### config.mk
export PLATFORM = sky130hd
export DESIGN_NAME = card_grid_ctrl
export DESIGN_NICKNAME = d
export VERILOG_FILES = /design/src/rtl/card_grid_ctrl.sv
export SDC_FILE = /design/constraint.sdc
export NUM_CORES = 1
export LEC_CHECK = 0
export CAP_MARGIN = 15
export CORE_UTILIZATION = 47
export DETAILED_ROUTE_END_ITERATION = 8
export PLACE_DENSITY = 0.78
export SLEW_MARGIN = 20
export SYNTH_ARGS = -nofsm -noshare
export SYNTH_HDL_FRONTEND = slang
export SYNTH_SLANG_ARGS = --single-unit
### constraint.sdc
create_clock -name clk -period 2.7 [get_ports clk]
set_clock_uncertainty 0.15 [all_clocks]
set_input_delay 0.27 -clock clk [delete_from_list [all_inputs] [get_ports clk]]
set_output_delay 0.27 -clock clk [all_outputs]
set_load 0.05 [all_outputs]
### src/rtl/card_grid_ctrl.sv
// card_grid_ctrl: memory-game core for a ROWS x COLS card grid.
// Hit-tests the cursor against the card rectangles, flips cards on click,
// compares pairs, holds a mismatch face-up for SHOW_CYCLES, counts moves
// and flags a win.
// Optional feature: define CARD_GRID_HOVER_EN to add hover_idx/hover_valid.
module card_grid_ctrl #(
  parameter int unsigned COLS        = 4,
  parameter int unsigned ROWS        = 4,
  parameter int unsigned VAL_W       = 4,
  parameter int unsigned GRID_X      = 112,
  parameter int unsigned GRID_Y      = 84,
  parameter int unsigned CARD_W      = 160,
  parameter int unsigned CARD_H      = 120,
  parameter int unsigned GAP         = 40,
  parameter int unsigned SHOW_CYCLES = 65000000
) (
  input  logic                          clk,
  input  logic                          rst,
  input  logic                          start,
  input  logic [11:0]                   mouse_xpos,
  input  logic [11:0]                   mouse_ypos,
  input  logic                          mouse_left,
  input  logic [COLS*ROWS*VAL_W-1:0]    card_values,
  output logic [COLS*ROWS-1:0]          face_up,
  output logic [COLS*ROWS-1:0]          matched,
  output logic [15:0]                   moves,
  output logic                          game_won,
  output logic                          busy
`ifdef CARD_GRID_HOVER_EN
  ,
  output logic [$clog2(COLS*ROWS)-1:0]  hover_idx,
  output logic                          hover_valid
`endif
);

  localparam int unsigned N     = COLS * ROWS;
  localparam int unsigned IDX_W = $clog2(N);
  localparam int unsigned TMR_W = $clog2(SHOW_CYCLES + 1);

  localparam logic [2:0] S_IDLE    = 3'd0;
  localparam logic [2:0] S_WAIT1   = 3'd1;
  localparam logic [2:0] S_WAIT2   = 3'd2;
  localparam logic [2:0] S_COMPARE = 3'd3;
  localparam logic [2:0] S_SHOW    = 3'd4;
  localparam logic [2:0] S_WON     = 3'd5;

  logic [2:0]       r_state;
  logic [N-1:0]     r_face_up;
  logic [N-1:0]     r_matched;
  logic [15:0]      r_moves;
  logic [IDX_W-1:0] r_first;
  logic [IDX_W-1:0] r_second;
  logic [TMR_W-1:0] r_timer;
  logic             r_prev_left;
  logic             r_click;
  logic [IDX_W-1:0] r_click_idx;

  logic [31:0]      w_x;
  logic [31:0]      w_y;
  logic [31:0]      w_col;
  logic [31:0]      w_row;
  logic             w_col_hit;
  logic             w_row_hit;
  logic             w_hit;
  logic [IDX_W-1:0] w_hit_idx;
  logic [VAL_W-1:0] w_val_a;
  logic [VAL_W-1:0] w_val_b;
  logic [N-1:0]     w_pair_mask;
  logic             w_click_ok;

  // Per-axis rectangle hit test by comparison against each card's span.
  always_comb begin
    w_x       = {20'd0, mouse_xpos};
    w_y       = {20'd0, mouse_ypos};
    w_col_hit = 1'b0;
    w_col     = '0;
    w_row_hit = 1'b0;
    w_row     = '0;
    for (int unsigned c = 0; c < COLS; c++) begin
      if ((w_x >= GRID_X + c * (CARD_W + GAP)) &&
          (w_x <  GRID_X + c * (CARD_W + GAP) + CARD_W)) begin
        w_col_hit = 1'b1;
        w_col     = c;
      end
    end
    for (int unsigned r = 0; r < ROWS; r++) begin
      if ((w_y >= GRID_Y + r * (CARD_H + GAP)) &&
          (w_y <  GRID_Y + r * (CARD_H + GAP) + CARD_H)) begin
        w_row_hit = 1'b1;
        w_row     = r;
      end
    end
    w_hit     = w_col_hit & w_row_hit;
    w_hit_idx = IDX_W'(w_row * COLS + w_col);
  end

  // Select the two flipped cards' values and build their one-hot mask.
  always_comb begin
    w_val_a     = '0;
    w_val_b     = '0;
    w_pair_mask = '0;
    for (int unsigned i = 0; i < N; i++) begin
      if (IDX_W'(i) == r_first) begin
        w_val_a        = card_values[i*VAL_W +: VAL_W];
        w_pair_mask[i] = 1'b1;
      end
      if (IDX_W'(i) == r_second) begin
        w_val_b        = card_values[i*VAL_W +: VAL_W];
        w_pair_mask[i] = 1'b1;
      end
    end
    w_click_ok = r_click & ~r_face_up[r_click_idx] & ~r_matched[r_click_idx];
  end

  // Click pipeline stage: button rising edge qualified by a card hit.
  always_ff @(posedge clk or negedge rst) begin
    if (!rst) begin
      r_prev_left <= 1'b0;
      r_click     <= 1'b0;
      r_click_idx <= '0;
    end else begin
      r_prev_left <= mouse_left;
      r_click     <= mouse_left & ~r_prev_left & w_hit;
      r_click_idx <= w_hit_idx;
    end
  end

  // Game FSM: flip, compare, timed reveal, win; dropping start aborts.
  always_ff @(posedge clk or negedge rst) begin
    if (!rst) begin
      r_state   <= S_IDLE;
      r_face_up <= '0;
      r_matched <= '0;
      r_moves   <= '0;
      r_first   <= '0;
      r_second  <= '0;
      r_timer   <= '0;
    end else if ((r_state != S_IDLE) && !start) begin
      r_state   <= S_IDLE;
      r_face_up <= '0;
      r_matched <= '0;
      r_moves   <= '0;
    end else begin
      case (r_state)
        S_IDLE: begin
          if (start) begin
            r_state   <= S_WAIT1;
            r_face_up <= '0;
            r_matched <= '0;
            r_moves   <= '0;
          end
        end
        S_WAIT1: begin
          if (w_click_ok) begin
            r_face_up[r_click_idx] <= 1'b1;
            r_first                <= r_click_idx;
            r_state                <= S_WAIT2;
          end
        end
        S_WAIT2: begin
          // the first card is already face up, so re-clicking it is rejected here
          if (w_click_ok) begin
            r_face_up[r_click_idx] <= 1'b1;
            r_second               <= r_click_idx;
            if (r_moves != 16'hFFFF) r_moves <= r_moves + 16'd1;
            r_state                <= S_COMPARE;
          end
        end
        S_COMPARE: begin
          if (w_val_a == w_val_b) begin
            r_matched <= r_matched | w_pair_mask;
            r_state   <= ((r_matched | w_pair_mask) == '1) ? S_WON : S_WAIT1;
          end else begin
            r_timer <= TMR_W'(SHOW_CYCLES - 1);
            r_state <= S_SHOW;
          end
        end
        S_SHOW: begin
          if (r_timer == '0) begin
            r_face_up <= r_face_up & ~w_pair_mask;
            r_state   <= S_WAIT1;
          end else begin
            r_timer <= r_timer - TMR_W'(1);
          end
        end
        S_WON: begin
          r_state <= S_WON;
        end
        default: r_state <= S_IDLE;
      endcase
    end
  end

`ifdef CARD_GRID_HOVER_EN
  logic [IDX_W-1:0] r_hover_idx;
  logic             r_hover_valid;

  // Registered cursor-over-card indication for highlight rendering.
  always_ff @(posedge clk or negedge rst) begin
    if (!rst) begin
      r_hover_idx   <= '0;
      r_hover_valid <= 1'b0;
    end else begin
      r_hover_valid <= (r_state != S_IDLE) && start && w_hit;
      r_hover_idx   <= ((r_state != S_IDLE) && start && w_hit) ? w_hit_idx : '0;
    end
  end

  assign hover_idx   = r_hover_idx;
  assign hover_valid = r_hover_valid;
`endif

  assign face_up  = r_face_up;
  assign matched  = r_matched;
  assign moves    = r_moves;
  assign game_won = (r_state == S_WON);
  assign busy     = (r_state == S_COMPARE) || (r_state == S_SHOW);

endmodule

==> results of run 1 <==
## area by class of cell
type / instances / area share [%]
Tap cell: 176 / 2.152
Multi-Input combinational cell: 571 / 41.67
Clock buffer: 11 / 2.469
Sequential cell: 91 / 22.35
Inverter: 17 / 0.6235
Clock inverter: 5 / 0.5746
Timing Repair Buffer: 329 / 30.16
## where the power goes
| group | internal, mW | switching [mW] |
|---|---|---|
| registers | 1.39 | 0.0356 |
| logic | 0.401 | 0.329 |
| clock network | 0.770 | 0.549 |
## through the flow
stage | total power [mW] | worst slack (ns) | utilization [%] | instance area, sq um | setup TNS [ns]
final | 3.480 | -0.4053 | 76.68 | 10230 | -17.75
after global routing | 3.588 | -0.4651 | 76.68 | 10230 | -23.13
after CTS | 3.429 | -0.2405 | 73.43 | 9801 | -10.63
after detailed placement | 2.067 | -0.5027 | 68.86 | 9191 | -20.28
after global placement | 2.044 | -0.4340 | 68.86 | 9191 | -16.61
after floorplan | 1.712 | -0.004508 | - | 6541 | -0.004508
## kinds of logic (layout without fill, tap and decap cells)
logic type | count (synthesis) | after routing
fa+ha+maj | 2 | 2
compound gates | 215 | 215
mux | 42 | 42
buf+inv | 61 | 362
simple gates | 283 | 283
flops | 91 | 91
xor+xnor | 29 | 29
## worst min-delay path by stage
stage | end | start | slack (ns) | cells past startpoint
floorplan | face_up[0]$_DFFE_PN0P_ | rst | -0.18 | 0
global placement | r_timer[21]$_DFFE_PN0P_ | rst | 0.17 | 1
detailed placement | r_timer[21]$_DFFE_PN0P_ | rst | 0.18 | 1
CTS | r_prev_left$_DFF_PN0_ | mouse_left | 0.28 | 1
global route | r_prev_left$_DFF_PN0_ | mouse_left | 0.29 | 1
finish | r_prev_left$_DFF_PN0_ | mouse_left | 0.27 | 1
## worst max-delay path, cell delays in order, from the launching register on
cell	delay, ns
dfrtp_1	0.41
buf_4	0.16
buf_6	0.11
or3b_4	0.39
a21oi_4	0.16
a21oi_2	0.05
o211a_1	0.24
or4_4	0.43
nand4_1	0.18
nor4_4	0.07
buf_6	0.14
buf_4	0.13
buf_6	0.13
a32o_1	0.23
## state kept, by name, indices dropped and copies added, names as in the netlist
name         cells
matched         16
r_state          3
r_timer         26
r_click_idx      4
r_second         4
r_click          1
moves           16
face_up         16
r_prev_left      1
r_first          4
## placed cells by master, fill, tap and decap left out, types with 8 or more instances in the layout
cell type,count
clkdlybuf4s50_1,134
or2_2,8
nor3_1,15
mux2_2,10
and3_1,8
o21ai_0,31
buf_4,161
dfrtp_2,8
nor2_1,55
xor2_1,13
buf_6,15
a32o_1,20
and2_1,12
o22ai_1,30
clkbuf_16,13
dfrtp_1,83
nor3_2,8
xnor2_1,14
mux4_2,10
o21ai_2,17
nor2b_1,11
a22o_1,14
nand2b_1,21
nand3_1,12
nand4_1,8
a21oi_1,26
inv_1,16
mux2i_1,16
buf_12,12
nand2_1,64
## routing by layer
metal	up-vias	part of all wire (%)
met5	-	0
met3	93	9.1
met1	3665	40
li1	3315	-
met2	442	48
met4	0	3.6
## repair_timing
action	in CTS	in global routing
hold buffers	1	0
pin swaps	14	30
resized for setup	51	52
cloned	2	4
hold endpoints to repair	46	0
setup buffers	8	17
setup endpoints to repair	78	80
==> flow_summary.json, run 1 <==
{
  "rows": 42,
  "drive_gt1_share_pct": 32.52,
  "met2_usage_pct": 55.56,
  "yosysSeqAreaShare_pct": 35.03,
  "place_inst": 1153,
  "min_period_ns": 3.105,
  "regToRegStartpoint": "r_first[1]$_DFFE_PN0P_",
  "clock-sinks": 91,
  "fillers": 913,
  "finalNonFillerCells": 1200,
  "grt_pass1_wl_mm": 37.77,
  "grtUsageMet3_pct": 5.894,
  "groute.usage.overall_pct": 33.61,
  "worst_pin_slew_ns": 0.6661,
  "synth.area.top_cells": "dfrtp_1 (35%), nand2_1 (3.9%), mux4_2 (3.5%)",
  "routed_wl_mm": 25.13,
  "ys_async_sr_fraction_pct": 100.0,
  "ir_drop_mv": 0.3825,
  "leakage_nw": 4.460,
  "crit_type": "reg2reg",
  "ant_nets": 0,
  "synth-xor-area-share_pct": 3.907,
  "maxSlewViolCount": 0,
  "rsz0062_at_grt": "true",
  "coreArea_sq_um": 13350,
  "clkLatencyLatePin_ns": 0.35,
  "synth-adder-area-share_pct": 0.3849,
  "place_congestion": 0.9469,
  "synthMuxAreaShare_pct": 9.026,
  "port_buffers": 136,
  "drc": 0,
  "hpwl_mm": 17.74,
  "critical_path_arrival_ns": 3.18,
  "synthSimpleGateAreaFrac_pct": 23.75,
  "grt_overflow": 0,
  "synth_fp_nets": 817,
  "cts_buffers": 9,
  "fmax_mhz": 322.0,
  "reg2reg_to": "matched[1]$_DFFE_PN0P_",
  "cp_max_fo": 6,
  "start_util_pct": 48.71,
  "synthToLayoutAreaGrowth_pct": 57.43,
  "yosysWarnings": 0,
  "setup_ws_ns": -0.4053,
  "ioPinCount": 142,
  "cts_root_buf": "clkbuf_16",
  "multi_input_area_sq_um": 4265,
  "die-area_sq_um": 14310,
  "critPathRequiredTime_ns": 2.78,
  "critPathLaunchType": "register",
  "end_kind": "register",
  "wire_per_inst_microns": 20.94,
  "vias": 7515,
  "synth_edf_count": 0,
  "firstDrtPassIters": 6,
  "startpoint": "r_first[1]$_DFFE_PN0P_",
  "ys_types": 83,
  "hold_slack_ns": 0.2723,
  "syn_inst": 723,
  "gr-max-usage-layer": "met2",
  "p_per_area_nw_per_um2": 340.0,
  "r2r_slack_ns": -0.41,
  "synth_top_area_share_pct": 35.03,
  "timing.critical_path.to": "matched[1]$_DFFE_PN0P_",
  "synth.largest_area_cell": "dfrtp_1",
  "netlist_area_sq_um": 6501,
  "die_height_microns": 119.6,
  "final-hold-violation-count": 0,
  "htree_levels": 3,
  "clkTransAtPathRegs_ns": 0.06,
  "fp.dieW_microns": 119.6,
  "regArea_sq_um": 2287,
  "ys_ff_latch": 91,
  "fin_nets": 1113,
  "setup_viol": 71,
  "via_per_inst": 6.263,
  "cts_max_path_buffers": 2,
  "synth_top_family_by_area": "simple AND/OR/NAND/NOR gates",
  "ff2ff_path_depth": 13,
  "hp-class": "in2reg",
  "ys.flop_type": "dfrtp_1",
  "yosys-top-cells-count": "dfrtp_1 (91), nand2_1 (67), nor2_1 (60), o21ai_0 (37)",
  "cap_violations": 0,
  "fin_crit_sh_pct": 115.0,
  "grtUsageMet1_pct": 44.11,
  "cts_tree": "yes",
  "outcome": "finished, violations left",
  "grt_max_degree": 48,
  "slew_headroom_pct": 55.49,
  "synth_area_per_cell_sq_um": 8.992,
  "synth-compound-area-share_pct": 22.96,
  "antenna_found_initial": 0,
  "synth_most_common_cell": "dfrtp_1",
  "antennaDiodeCount": 0,
  "violations": "setup timing",
  "initialDrtViolationCount": 783,
  "grt_pass1_vias": 7313
}
Note: power is estimated with default switching activity, not from simulation.
==> run 2, diff against run 1 <==
- ABC_AREA: not set -> 1
- CORE_UTILIZATION: 47 -> 48
==> run 2 against run 1 <==
Effect of this change: the run still ends with setup timing left; power increased by 110%; cell count is 31% higher; clock power up 5%; synthesized cell count rose by 58%; wire length decreased by 0.31%; final area grew 1.3%; flip-flop and latch count unchanged; global-route usage is 1.6 points lower; critical path depth up 8; via count grew 17%; sequential share of layout area fell by 0.31 points; critical path type unchanged; critical endpoint is now r_timer[10]$_DFFE_PN0P_; largest cell class unchanged.
==> flow_summary.json, run 2 <==
{
  "outcome": "finished, violations left",
  "violations": "setup timing",
  "syn_inst": 1139,
  "min_period_ns": 2.868,
  "leakage_nw": 4.897,
  "end_kind": "register",
  "grt_pass1_vias": 7858,
  "setup_viol": 43,
  "vias": 8768,
  "ys.flop_type": "dfrtp_1",
  "dpl_cell_area_sq_um": 9296,
  "synth.largest_area_cell": "dfrtp_1",
  "yosys-top-cells-count": "nand2_1 (314), nor2_1 (193), inv_1 (144), dfrtp_1 (91), nand3_1 (90)",
  "wire_per_inst_microns": 15.98,
  "final_cell_mix": "nand2_1 (273), nor2_1 (168), inv_1 (137)",
  "p_per_area_nw_per_um2": 712.2,
  "yosysSeqAreaShare_pct": 32.21,
  "ys_async_sr_fraction_pct": 100.0,
  "cts_max_path_buffers": 2,
  "ioPinCount": 142,
  "rsz0062_at_grt": "true",
  "antennaDiodeCount": 0,
  "top_layer_used": "met4",
  "ys_types": 42,
  "reg2reg_to": "r_timer[10]$_DFFE_PN0P_",
  "drc": 0,
  "synth_fp_nets": 1233,
  "regToRegStartpoint": "r_first[2]$_DFFE_PN0P_",
  "grt_pass1_wl_mm": 37.92,
  "clkTransAtPathRegs_ns": 0.07,
  "fin_crit_sh_pct": 106.2,
  "finalSetupTns_ns": -4.376,
  "design_area_sq_um": 10370,
  "r2r_slack_ns": -0.17,
  "port_buffers": 136,
  "cts_buffers": 9,
  "mostFrequentLayoutCell": "nand2_1",
  "firstDrtPassIters": 8,
  "fin_nets": 1476,
  "place_inst": 1524,
  "via_per_inst": 5.595,
  "wl_met3_mm": 2.412,
  "fmax_mhz": 348.6,
  "htree_levels": 3,
  "drive_gt1_share_pct": 18.46,
  "coreArea_sq_um": 14150,
  "antenna_found_initial": 0,
  "hp-class": "in2async",
  "synth_edf_count": 0,
  "ant_nets": 0,
  "rows": 43,
  "crit_path_max_incr_delay_ns": 0.45,
  "slew_headroom_pct": 48.71,
  "critPathRequiredTime_ns": 2.83,
  "maxSlewViolCount": 0,
  "worstPathCellList": "inv_1 -> nand2_2 -> nor2_1 -> nand2_1 -> nand4_1 -> nor2_1 -> nand4_1 -> nand2_1 -> nand4_1 -> nand2_1 -> nand3_1 -> nand2_1 -> nand3_1 -> nand2_1 -> nor2_4 -> nand3_4 -> nand3_4 -> buf_12 -> clkbuf_16 -> nand2_2 -> o21ai_1",
  "cts_root_buf": "clkbuf_16",
  "ir_drop_mv": 0.4636,
  "utilization_pct": 73.30,
  "cp_max_fo": 6,
  "initialDrtViolationCount": 1163,
  "cap_violations": 0,
  "critPathLaunchType": "register",
  "die_height_microns": 123.4,
  "wl_met2_mm": 11.36,
  "setup_ws_ns": -0.1684,
  "cts_tree": "yes",
  "clock-sinks": 91,
  "synth_area_per_cell_sq_um": 6.208,
  "netlist_area_sq_um": 7071,
  "fillers": 1166,
  "ys_ff_latch": 91,
  "grt_overflow": 0,
  "m1WireLength_mm": 10.42,
  "crit_top_cell": "nand2_1",
  "finalNonFillerCells": 1567,
  "yosysWarnings": 0,
  "synth.area.top_cells": "dfrtp_1 (32%), nand2_1 (17%), nor2_1 (10%)",
  "top_register": "r_timer",
  "critical_path_arrival_ns": 3.00,
  "start_util_pct": 49.97,
  "hpwl_mm": 17.73,
  "ff2ff_path_depth": 21,
  "final-hold-violation-count": 0,
  "die-area_sq_um": 15220,
  "synth_top_area_share_pct": 32.21,
  "synthToLayoutAreaGrowth_pct": 46.68,
  "critPathSlowestCell": "dfrtp_2",
  "clkLatencyLatePin_ns": 0.35,
  "largest_reg_flops": 26,
  "routed_wl_mm": 25.05,
  "groute.usage.overall_pct": 32.00,
  "place_congestion": 0.9593,
  "p_total_mw": 7.386,
  "synth_most_common_cell": "nand2_1",
  "fp.dieW_microns": 123.4,
  "grt_max_degree": 72,
  "crit_type": "reg2reg",
  "worst_pin_slew_ns": 0.7685
}
[run 2: cell count changes in the layout (fill, tap and decap cells not counted), sizes merged, moves of 23 or more]
cell and delta:
buf -77, nand2b -23, nand2 +247, inv +136, nand3 +81, o22ai -30
nor2 +136, nand4 +26
[run 2: logic make-up after synthesis]
family          share of synthesized area (%)
simple gates                            41.41
buf+inv                                 9.857
compound gates                          13.57
flops                                   32.21
xor+xnor                                2.601
fa+ha+maj                              0.3539
[run 2: cell type report]
| cell class | instances | area [sq um] | area share, % |
|---|---|---|---|
| multi-input cells | 875 | 4497 | 43.36 |
| clock inverters | 6 | 88.84 | 0.8566 |
| inverters | 154 | 585.6 | 5.646 |
| well taps | 180 | 225.2 | 2.172 |
| clock buffers | 10 | 229.0 | 2.208 |
| flip-flops and latches | 91 | 2286 | 22.04 |
| repair buffers | 251 | 2460 | 23.72 |
[run 2: worst max-delay path by stage]
| stage | start | endpoint | slack [ns] |
|---|---|---|---|
| final | r_first[2]$_DFFE_PN0P_ | r_timer[10]$_DFFE_PN0P_ | -0.17 |
| after global placement | card_values[1] | matched[11]$_DFFE_PN0P_ | -0.11 |
| after global routing | r_first[2]$_DFFE_PN0P_ | matched[1]$_DFFE_PN0P_ | -0.39 |
| after detailed placement | card_values[9] | matched[5]$_DFFE_PN0P_ | -0.14 |
| after CTS | r_first[0]$_DFFE_PN0P_ | r_timer[20]$_DFFE_PN0P_ | -0.07 |
| after floorplan | face_up[15]$_DFFE_PN0P_ | moves[14]$_DFFE_PN0P_ | 0.10 |
[run 2: where the power goes]
group	switching [mW]	internal, mW
combinational	2.33	1.67
clock	0.562	0.813
sequential	0.359	1.65
[run 2: through the flow]
stage	hold WS [ns]	worst slack [ns]
final	0.1944	-0.1684
after global routing	0.2250	-0.3949
after CTS	0.2042	-0.06615
after detailed placement	0.03055	-0.1416
after global placement	0.02645	-0.1145
after floorplan	-0.1756	0.1034
[run 2: critical path, delay by kind of cell (launching register included)]
kind            cells  cell delay [ns]
simple gates       17             1.70
flops               1             0.45
compound gates      1             0.09
buf+inv             3             0.41
[run 2: layer usage]
metal | global-route usage, % | vias up
li1 | - | 4212
met4 | 11.45 | 0
met5 | 0 | -
met3 | 5.996 | 82
met2 | 52.30 | 487
met1 | 42.14 | 3987
[run 2: repair_timing]
action	CTS	global route
cloned	2	4
pin swaps	0	12
setup buffers	12	13
gates resized for setup	50	86
hold endpoints to repair	20	0
endpoints found under the setup margin	45	64
hold buffers	1	0
